[config.mk]
export PLATFORM = sky130hd
export DESIGN_NAME = mul_nibble_seq
export DESIGN_NICKNAME = d
export VERILOG_FILES = /design/src/rtl/mul_nibble_seq.sv
export SDC_FILE = /design/constraint.sdc
export NUM_CORES = 1
export LEC_CHECK = 0
export ABC_CLOCK_PERIOD_IN_PS = 6000
export BUFFER_PORTS_ARGS = -buffer_cell sky130_fd_sc_hd__buf_2
export CAP_MARGIN = 20
export CELL_PAD_IN_SITES_DETAIL_PLACEMENT = 0
export CELL_PAD_IN_SITES_GLOBAL_PLACEMENT = 2
export CORE_MARGIN = 2
export CORE_UTILIZATION = 36
export DETAILED_ROUTE_END_ITERATION = 12
export PLACE_DENSITY_LB_ADDON = 0.3
export SYNTH_ARGS = -nofsm -noshare
export SYNTH_HDL_FRONTEND = slang
export SYNTH_SLANG_ARGS = --single-unit
[constraint.sdc]
create_clock -name clk -period 6 [get_ports clk]
set_clock_uncertainty 0.1 [all_clocks]
set_input_delay 0.6 -clock clk [delete_from_list [all_inputs] [get_ports clk]]
set_output_delay 0.6 -clock clk [all_outputs]
set_load 0.05 [all_outputs]
[src/rtl/mul_nibble_seq.sv]
// Sequential unsigned WIDTH x WIDTH multiplier built from an external 4x4 combinational
// multiplier. Each RUN cycle handles one nibble pair and adds the shifted partial product.
module mul_nibble_seq #(
   parameter int WIDTH = 32
) (
   input  logic               clk,
   input  logic               reset_n,
   input  logic               start_valid,
   output logic               start_ready,
   input  logic [WIDTH-1:0]   multiplicand,
   input  logic [WIDTH-1:0]   multiplier,
   input  logic [6:0]         opcode,
   input  logic               flush,
   output logic [3:0]         mult_a,
   output logic [3:0]         mult_b,
   input  logic [7:0]         mult_p,
   output logic               result_valid,
   input  logic               result_ready,
   output logic [2*WIDTH-1:0] product,
   output logic [6:0]         result_opcode,
   output logic               busy
);

   localparam int N  = WIDTH / 4;
   localparam int CW = (N > 1) ? $clog2(N) : 1;
   localparam int PW = 2 * WIDTH;
   localparam logic [CW-1:0] LAST = CW'(N - 1);

   typedef enum logic [1:0] {IDLE, RUN, DONE} state_t;

   state_t             state;
   logic [WIDTH-1:0]   a_q, b_q;
   logic [6:0]         opc_q;
   logic [PW-1:0]      acc;
   logic [CW-1:0]      i, j;
   logic [CW:0]        nib_sum;
   logic [PW-1:0]      pp;

   // j walks the multiplicand nibbles (inner loop), i the multiplier nibbles.
   assign mult_a  = (state == RUN) ? a_q[4*j +: 4] : 4'd0;
   assign mult_b  = (state == RUN) ? b_q[4*i +: 4] : 4'd0;
   assign nib_sum = {1'b0, i} + {1'b0, j};
   assign pp      = PW'(mult_p) << {nib_sum, 2'b00};

   assign start_ready   = (state == IDLE);
   assign busy          = (state != IDLE);
   assign result_valid  = (state == DONE);
   assign product       = (state == DONE) ? acc : '0;
   assign result_opcode = opc_q;

   always_ff @(posedge clk or negedge reset_n) begin
      if (!reset_n) begin
         state <= IDLE;
         a_q   <= '0;
         b_q   <= '0;
         opc_q <= '0;
         acc   <= '0;
         i     <= '0;
         j     <= '0;
      end else if (flush) begin
         // Abort wins over start, handshake and the RUN step.
         state <= IDLE;
         acc   <= '0;
         i     <= '0;
         j     <= '0;
      end else begin
         case (state)
            IDLE: begin
               if (start_valid) begin
                  a_q   <= multiplicand;
                  b_q   <= multiplier;
                  opc_q <= opcode;
                  acc   <= '0;
                  i     <= '0;
                  j     <= '0;
                  state <= RUN;
               end
            end
            RUN: begin
               acc <= acc + pp;
               if (j == LAST) begin
                  j <= '0;
                  if (i == LAST) begin
                     i     <= '0;
                     state <= DONE;
                  end else begin
                     i <= i + 1'b1;
                  end
               end else begin
                  j <= j + 1'b1;
               end
            end
            DONE: begin
               if (result_ready) state <= IDLE;
            end
            default: state <= IDLE;
         endcase
      end
   end

endmodule
==> results of run 1 <==
==> final cells by class <==
type	instances	area (sq um)	share of cell area [%]
repair buffers	188	1010	8.23
multi-input cells	900	6480	53.0
clock buffers	17	425	3.48
flip-flops and latches	143	3580	29.2
well taps	384	480	3.93
inverters	19	71.3	0.583
clock inverters	15	193	1.57
==> state kept, by name, indices dropped and copies added (netlist names) <==
signal and count:
j 3, result_opcode 7, b_q 32, state 2, acc 64, a_q 32
i 3
==> cells by family (layout without fill, tap and decap cells) <==
family	count (synthesis)	in the layout	share of synthesized area, %
multiplexers	99	99	12.4
flip-flops	143	143	34.5
AO/OA/AOI/OAI	296	296	18.3
XOR/XNOR	61	61	5.15
AND/OR/NAND/NOR	371	371	17.5
buffers and inverters	88	239	3.19
adder cells (fa/ha/maj)	73	73	8.96
==> layer usage <==
metal | wire (microns) | global-route usage [%] | share of wire [%]
met1 | 14400 | 28.4 | 46
met3 | 2100 | 5.61 | 6.7
met2 | 14400 | 34.0 | 46
met5 | 0 | 0 | 0
met4 | 580 | 5.88 | 1.8
==> report_power, final <==
| group | internal (uW) | switching [uW] | total (uW) | leakage [uW] |
|---|---|---|---|---|
| clock | 567 | 542 | 1110 | 0.000295 |
| sequential | 1060 | 56.3 | 1120 | 0.00184 |
| combinational | 212 | 269 | 481 | 0.00362 |
| total | 1840 | 867 | 2710 | 0.00575 |
==> worst paths after layout <==
check	from	to	slack [ns]	cells after the start
min	multiplier[10]	b_q[10]$_DFFE_PN0P_	0.28	2
max in group asynchronous	reset_n	a_q[21]$_DFFE_PN0P_	4.14	3
max reg2reg	j[1]$_DFFE_PN0P_	acc[51]$_DFFE_PN0P_	0.56	18
max	j[1]$_DFFE_PN0P_	acc[51]$_DFFE_PN0P_	0.56	18
min reg2reg	result_opcode[6]$_DFFE_PN0P_	result_opcode[6]$_DFFE_PN0P_	0.40	1
min in group asynchronous	reset_n	acc[25]$_DFFE_PN0P_	0.52	2
==> through the flow <==
stage	cells	hold WS (ns)
2_1_floorplan	1131	0.204
5_1_grt	1666	0.274
3_5_place_dp	1633	0.389
4_1_cts	1666	0.271
6_report	1666	0.277
3_3_place_gp	1633	0.384
==> cell usage in the layout, fill, tap and decap left out, types with 23 or more instances in the layout <==
cell type  netlist  layout
ha_1            71      71
and2_1          72      72
dfrtp_1        143     143
nor3_1          23      23
o21ai_0         86      86
nor2_1          76      76
a21o_1          40      40
mux2_2          73      73
nand2_1        114     114
xor2_1          26      26
buf_2            0     164
xnor2_1         35      35
a21oi_1         68      68
==> worst max-delay path: cells and delay by family (launching register included) <==
family | cells | cell delay (ns)
xor+xnor | 1 | 0.14
fa+ha+maj | 2 | 0.87
simple gates | 5 | 0.98
compound gates | 8 | 2.21
buf+inv | 2 | 0.35
flops | 1 | 0.64
==> flow_metrics.env, run 1 <==
export IMPL_ios=166
export IMPL_drv_slew=0
export IMPL_finalSetupViolations=0
export IMPL_postRouteAntennaNets=0
export IMPL_crit_type="register to register"
export IMPL_numCtsBuffers=17
export IMPL_grt_max_degree=72
export IMPL_gr_total_overflow=0
export IMPL_coreArea_sq_um=28500
export IMPL_gp_congestion=0.881
export IMPL_total_power_uw=2710
export IMPL_min_period_ns=5.44
export IMPL_route_vias_total=8920
export IMPL_crit_path_start_kind="register"
export IMPL_clk_pin_slew_ns=0.08
export IMPL_slowest_delay_ns=0.87
export IMPL_irDropWorstVdd_v=0.000173
export IMPL_syn2layout_area_growth_pct=18.0
export IMPL_path_cells="inv_1 -> fa_1 -> buf_4 -> and2_1 -> a22oi_1 -> nor2_1 -> ha_1 -> and3_1 -> and4_1 -> o21a_1 -> a211oi_2 -> o211a_1 -> a2111oi_0 -> or2_2 -> a21oi_1 -> o21bai_1 -> xnor2_1 -> o21ai_1"
export IMPL_post_cts_buffers=0
export IMPL_syn_instance_count=1131
export IMPL_syn_avg_cell_area_sq_um=9.16
export IMPL_power_leakage_uw=0.00575
export IMPL_status="completed"
export IMPL_fin_ws_ns=0.559
export IMPL_period_share_pct=90.7
export IMPL_drt_vias_per_instance=5.35
export IMPL_ys_seq_elements=143
export IMPL_fp_dieW_microns=174
export IMPL_postCtsHoldBufs=1
export IMPL_design_area_sq_um=12200
export IMPL_yosysWarningCount=0
export IMPL_first_iter_violations=482
export IMPL_rsz0062_at_grt="no"
export IMPL_synth_area_leaders="dfrtp_1 (35%), ha_1 (8.6%), mux2_2 (7.9%)"
export IMPL_cp_required_ns=6.19
export IMPL_port_buffers=165
export IMPL_synth_most_common_cell="dfrtp_1"
export IMPL_wl_microns=31500
export IMPL_initial_core_util_pct=36.3
export IMPL_syn_cell_area_sq_um=10400
export IMPL_clk_insertion_delay_late_ns=0.45
export IMPL_async_reset_ff_share_pct=100
export IMPL_cts_tree="done"
export IMPL_dp_slack_ns=0.578
export IMPL_num_nets_final=1426
export IMPL_synth_distinct_cells=58
export IMPL_tightest_slew_ns=0.926
export IMPL_insertedDiodeCount=0
export IMPL_synth_area_leader_cell="dfrtp_1"
export IMPL_max_cap_viol_count=0
export IMPL_power_density_nw_per_um2=222
export IMPL_root_buffer="clkbuf_16"
export IMPL_netlist_area_leader_share_pct=34.5
export IMPL_min_path_type="primary input to register"
export IMPL_drive_gt1_share_pct=26.1
export IMPL_die_y_microns=174
export IMPL_wl_per_cell_microns=18.9
export IMPL_worstPathArrival_ns=5.63
export IMPL_synth_edf_count=0
export IMPL_dp_hpwl_microns=23800
export IMPL_grt_pass1_vias=9103
export IMPL_grtUsageTotal_pct=21.2
export IMPL_clockBufferDepth=2
export IMPL_htreeDepth=4
export IMPL_yosysSeqAreaShare_pct=34.5
export IMPL_synth_commonest_cells="dfrtp_1 (143), nand2_1 (114), o21ai_0 (86), nor2_1 (76), mux2_2 (73)"
export IMPL_hold_viol_final=0
export IMPL_ctsResizeCount=0
export IMPL_clock_sinks=143
export IMPL_antenna_found_initial=0
export IMPL_syn_num_nets=1288
export IMPL_critical_path_slowest_cell="a2111oi_0"
export IMPL_fin_util_pct=42.9
export IMPL_cp_max_fo=15
export IMPL_placed_area_sq_um=11600
export IMPL_dr_pass1_iters=5
export IMPL_die_area_sq_um=30200
export IMPL_max_freq_ghz=0.184
export IMPL_rows=62
export IMPL_tns_ns=0
export IMPL_slew_headroom_pct=36.7
export IMPL_grt_pass1_wl_microns=50600
export IMPL_route_detailed_drc=0
export IMPL_nFillCells=2941
export IMPL_crit_path_end_kind="register"
export IMPL_synth_flop_cell="dfrtp_1"
No activity file was read; power rests on OpenSTA's default activity.
==> run 2: changes to the inputs <==
--- a/config.mk
+++ b/config.mk
@@ -5,13 +5,13 @@
 export SDC_FILE = /design/constraint.sdc
 export NUM_CORES = 1
 export LEC_CHECK = 0
-export ABC_CLOCK_PERIOD_IN_PS = 6000
+export ABC_CLOCK_PERIOD_IN_PS = 6510
 export BUFFER_PORTS_ARGS = -buffer_cell sky130_fd_sc_hd__buf_2
 export CAP_MARGIN = 20
 export CELL_PAD_IN_SITES_DETAIL_PLACEMENT = 0
 export CELL_PAD_IN_SITES_GLOBAL_PLACEMENT = 2
 export CORE_MARGIN = 2
-export CORE_UTILIZATION = 36
+export CORE_UTILIZATION = 38
 export DETAILED_ROUTE_END_ITERATION = 12
 export PLACE_DENSITY_LB_ADDON = 0.3
 export SYNTH_ARGS = -nofsm -noshare
==> constraint.sdc (replaced) <==
create_clock -name clk -period 6.51 [get_ports clk]
set_clock_uncertainty 0.1 [all_clocks]
set_input_delay 0.651 -clock clk [delete_from_list [all_inputs] [get_ports clk]]
set_output_delay 0.651 -clock clk [all_outputs]
set_load 0.05 [all_outputs]
==> run 2 against run 1 <==
Utilization increased by 2.2 points; highest routed layer unchanged; non-clock buffer count decreased by 9; clock-buffer cell count unchanged; largest power group is now the clock network.
==> flow_metrics.env, run 2 (synthesis gave the netlist of run 1 again) <==
export IMPL_status="completed"
export IMPL_postRouteAntennaNets=0
export IMPL_cts_tree="done"
export IMPL_coreArea_sq_um=26900
export IMPL_clk_insertion_delay_late_ns=0.42
export IMPL_tightest_slew_ns=0.964
export IMPL_insertedDiodeCount=0
export IMPL_irDropWorstVdd_v=0.000158
export IMPL_clock_sinks=143
export IMPL_wl_microns=30200
export IMPL_crit_path_end_kind="register"
export IMPL_crit_path_start_kind="register"
export IMPL_fp_dieW_microns=169
export IMPL_regMostFlops="acc"
export IMPL_top_regs="acc x64, a_q x32, b_q x32"
export IMPL_dp_hpwl_microns=22800
export IMPL_ctsResizeCount=0
export IMPL_period_share_pct=87.5
export IMPL_dr_pass1_iters=4
export IMPL_min_path_type="primary input to asynchronous set/reset pin"
export IMPL_htreeDepth=4
export IMPL_post_cts_buffers=0
export IMPL_gr_total_overflow=0
export IMPL_slew_headroom_pct=35.5
export IMPL_clk_pin_slew_ns=0.07
export IMPL_root_buffer="clkbuf_16"
export IMPL_r2r_end="acc[55]$_DFFE_PN0P_"
export IMPL_crit_type="register to register"
export IMPL_rr_startpoint="j[1]$_DFFE_PN0P_"
export IMPL_dp_cells=1582
export IMPL_rows=60
export IMPL_nFillCells=2693
export IMPL_stdcell_count=1614
export IMPL_grtUsageTotal_pct=21.8
export IMPL_antenna_found_initial=1
export IMPL_drt_vias_per_instance=5.44
export IMPL_route_detailed_drc=0
export IMPL_layout_common_cells="buf_2 (164), dfrtp_1 (142), nand2_1 (114), o21ai_0 (86), nor2_1 (76)"
export IMPL_grt_pass1_wl_microns=49400
export IMPL_route_vias_total=8788
export IMPL_fin_util_pct=45.1
export IMPL_cp_required_ns=6.68
export IMPL_finalSetupViolations=0
export IMPL_grt_max_degree=84
export IMPL_r2r_cells=18
export IMPL_power_density_nw_per_um2=208
export IMPL_drive_gt1_share_pct=25.7
export IMPL_syn2layout_area_growth_pct=16.9
export IMPL_clockBufferDepth=2
export IMPL_port_buffers=165
export IMPL_max_cap_viol_count=0
export IMPL_multiInputGateArea_sq_um=6480
export IMPL_die_y_microns=169
export IMPL_final_seq_area_sq_um=3580
export IMPL_num_nets_final=1417
export IMPL_regToRegSetupSlack_ns=0.81
export IMPL_die_area_sq_um=28600
export IMPL_hold_viol_final=0
export IMPL_final_common_cell="buf_2"
export IMPL_initial_core_util_pct=38.6
export IMPL_hold_worst_slack_ns=0.138
export IMPL_max_freq_ghz=0.176
export IMPL_numCtsBuffers=17
export IMPL_wl_per_cell_microns=18.7
export IMPL_cp_max_fo=16
export IMPL_power_leakage_uw=0.00572
export IMPL_ios=166
export IMPL_gp_congestion=0.879
export IMPL_tns_ns=0
export IMPL_first_iter_violations=440
export IMPL_grt_pass1_vias=9046
export IMPL_drv_slew=0
export IMPL_worstPathArrival_ns=5.87
export IMPL_postCtsHoldBufs=0
export IMPL_min_period_ns=5.70
export IMPL_rsz0062_at_grt="no"
export IMPL_largest_reg_flops=64
[run 2: how the worst max path moves through the flow]
stage | startpoint | to | slack [ns] | depth (start not counted)
after CTS | i[0]$_DFFE_PN0P_ | acc[55]$_DFFE_PN0P_ | 0.42 | 19
after global placement | i[0]$_DFFE_PN0P_ | acc[61]$_DFFE_PN0P_ | 0.62 | 18
after global routing | j[1]$_DFFE_PN0P_ | acc[50]$_DFFE_PN0P_ | 0.16 | 19
final | j[1]$_DFFE_PN0P_ | acc[55]$_DFFE_PN0P_ | 0.81 | 18
after detailed placement | i[0]$_DFFE_PN0P_ | acc[55]$_DFFE_PN0P_ | 0.46 | 19
after floorplan | i[1]$_DFFE_PN0P_ | acc[60]$_DFFE_PN0P_ | 1.67 | 21
[run 2: cell type report]
| class | count | area share, % |
|---|---|---|
| repair buffers | 179 | 7.74 |
| flip-flops and latches | 143 | 29.6 |
| well taps | 341 | 3.52 |
| clock inverters | 15 | 1.57 |
| multi-input cells | 900 | 53.5 |
| clock buffers | 17 | 3.51 |
| inverters | 19 | 0.589 |
[run 2: critical path, cell delays in order (launching register included)]
cell,delay (ns)
dfrtp_1,0.70
inv_1,0.13
fa_1,0.90
nor2_1,0.18
a22oi_2,0.43
nor2_1,0.10
ha_1,0.34
and3_1,0.22
and4_1,0.20
o21a_1,0.11
a211oi_2,0.36
o211a_1,0.34
a2111oi_0,0.16
buf_4,0.17
or2_2,0.30
a21oi_1,0.41
o21ai_1,0.16
xnor2_1,0.14
o21ai_0,0.09
[run 2: layer usage]
layer	global-route usage (%)	share of wire, %
met5	0	0
met4	6.61	2.1
met3	5.06	5.5
met2	35.0	45
met1	29.5	47
[run 2: stage by stage]
stage / setup slack, ns / total power (uW) / area [sq um]
CTS: 0.424 / 2550 / 12100
finish: 0.812 / 2510 / 12100
detailed placement: 0.461 / 1480 / 11500
floorplan: 1.67 / 1340 / 10400
global placement: 0.621 / 1480 / 11500
global route: 0.159 / 2640 / 12100
[run 2: power breakdown]
part | total (uW) | internal, uW | switching, uW
logic | 428 | 191 | 237
clock network | 1050 | 588 | 462
registers | 1030 | 982 | 53.3
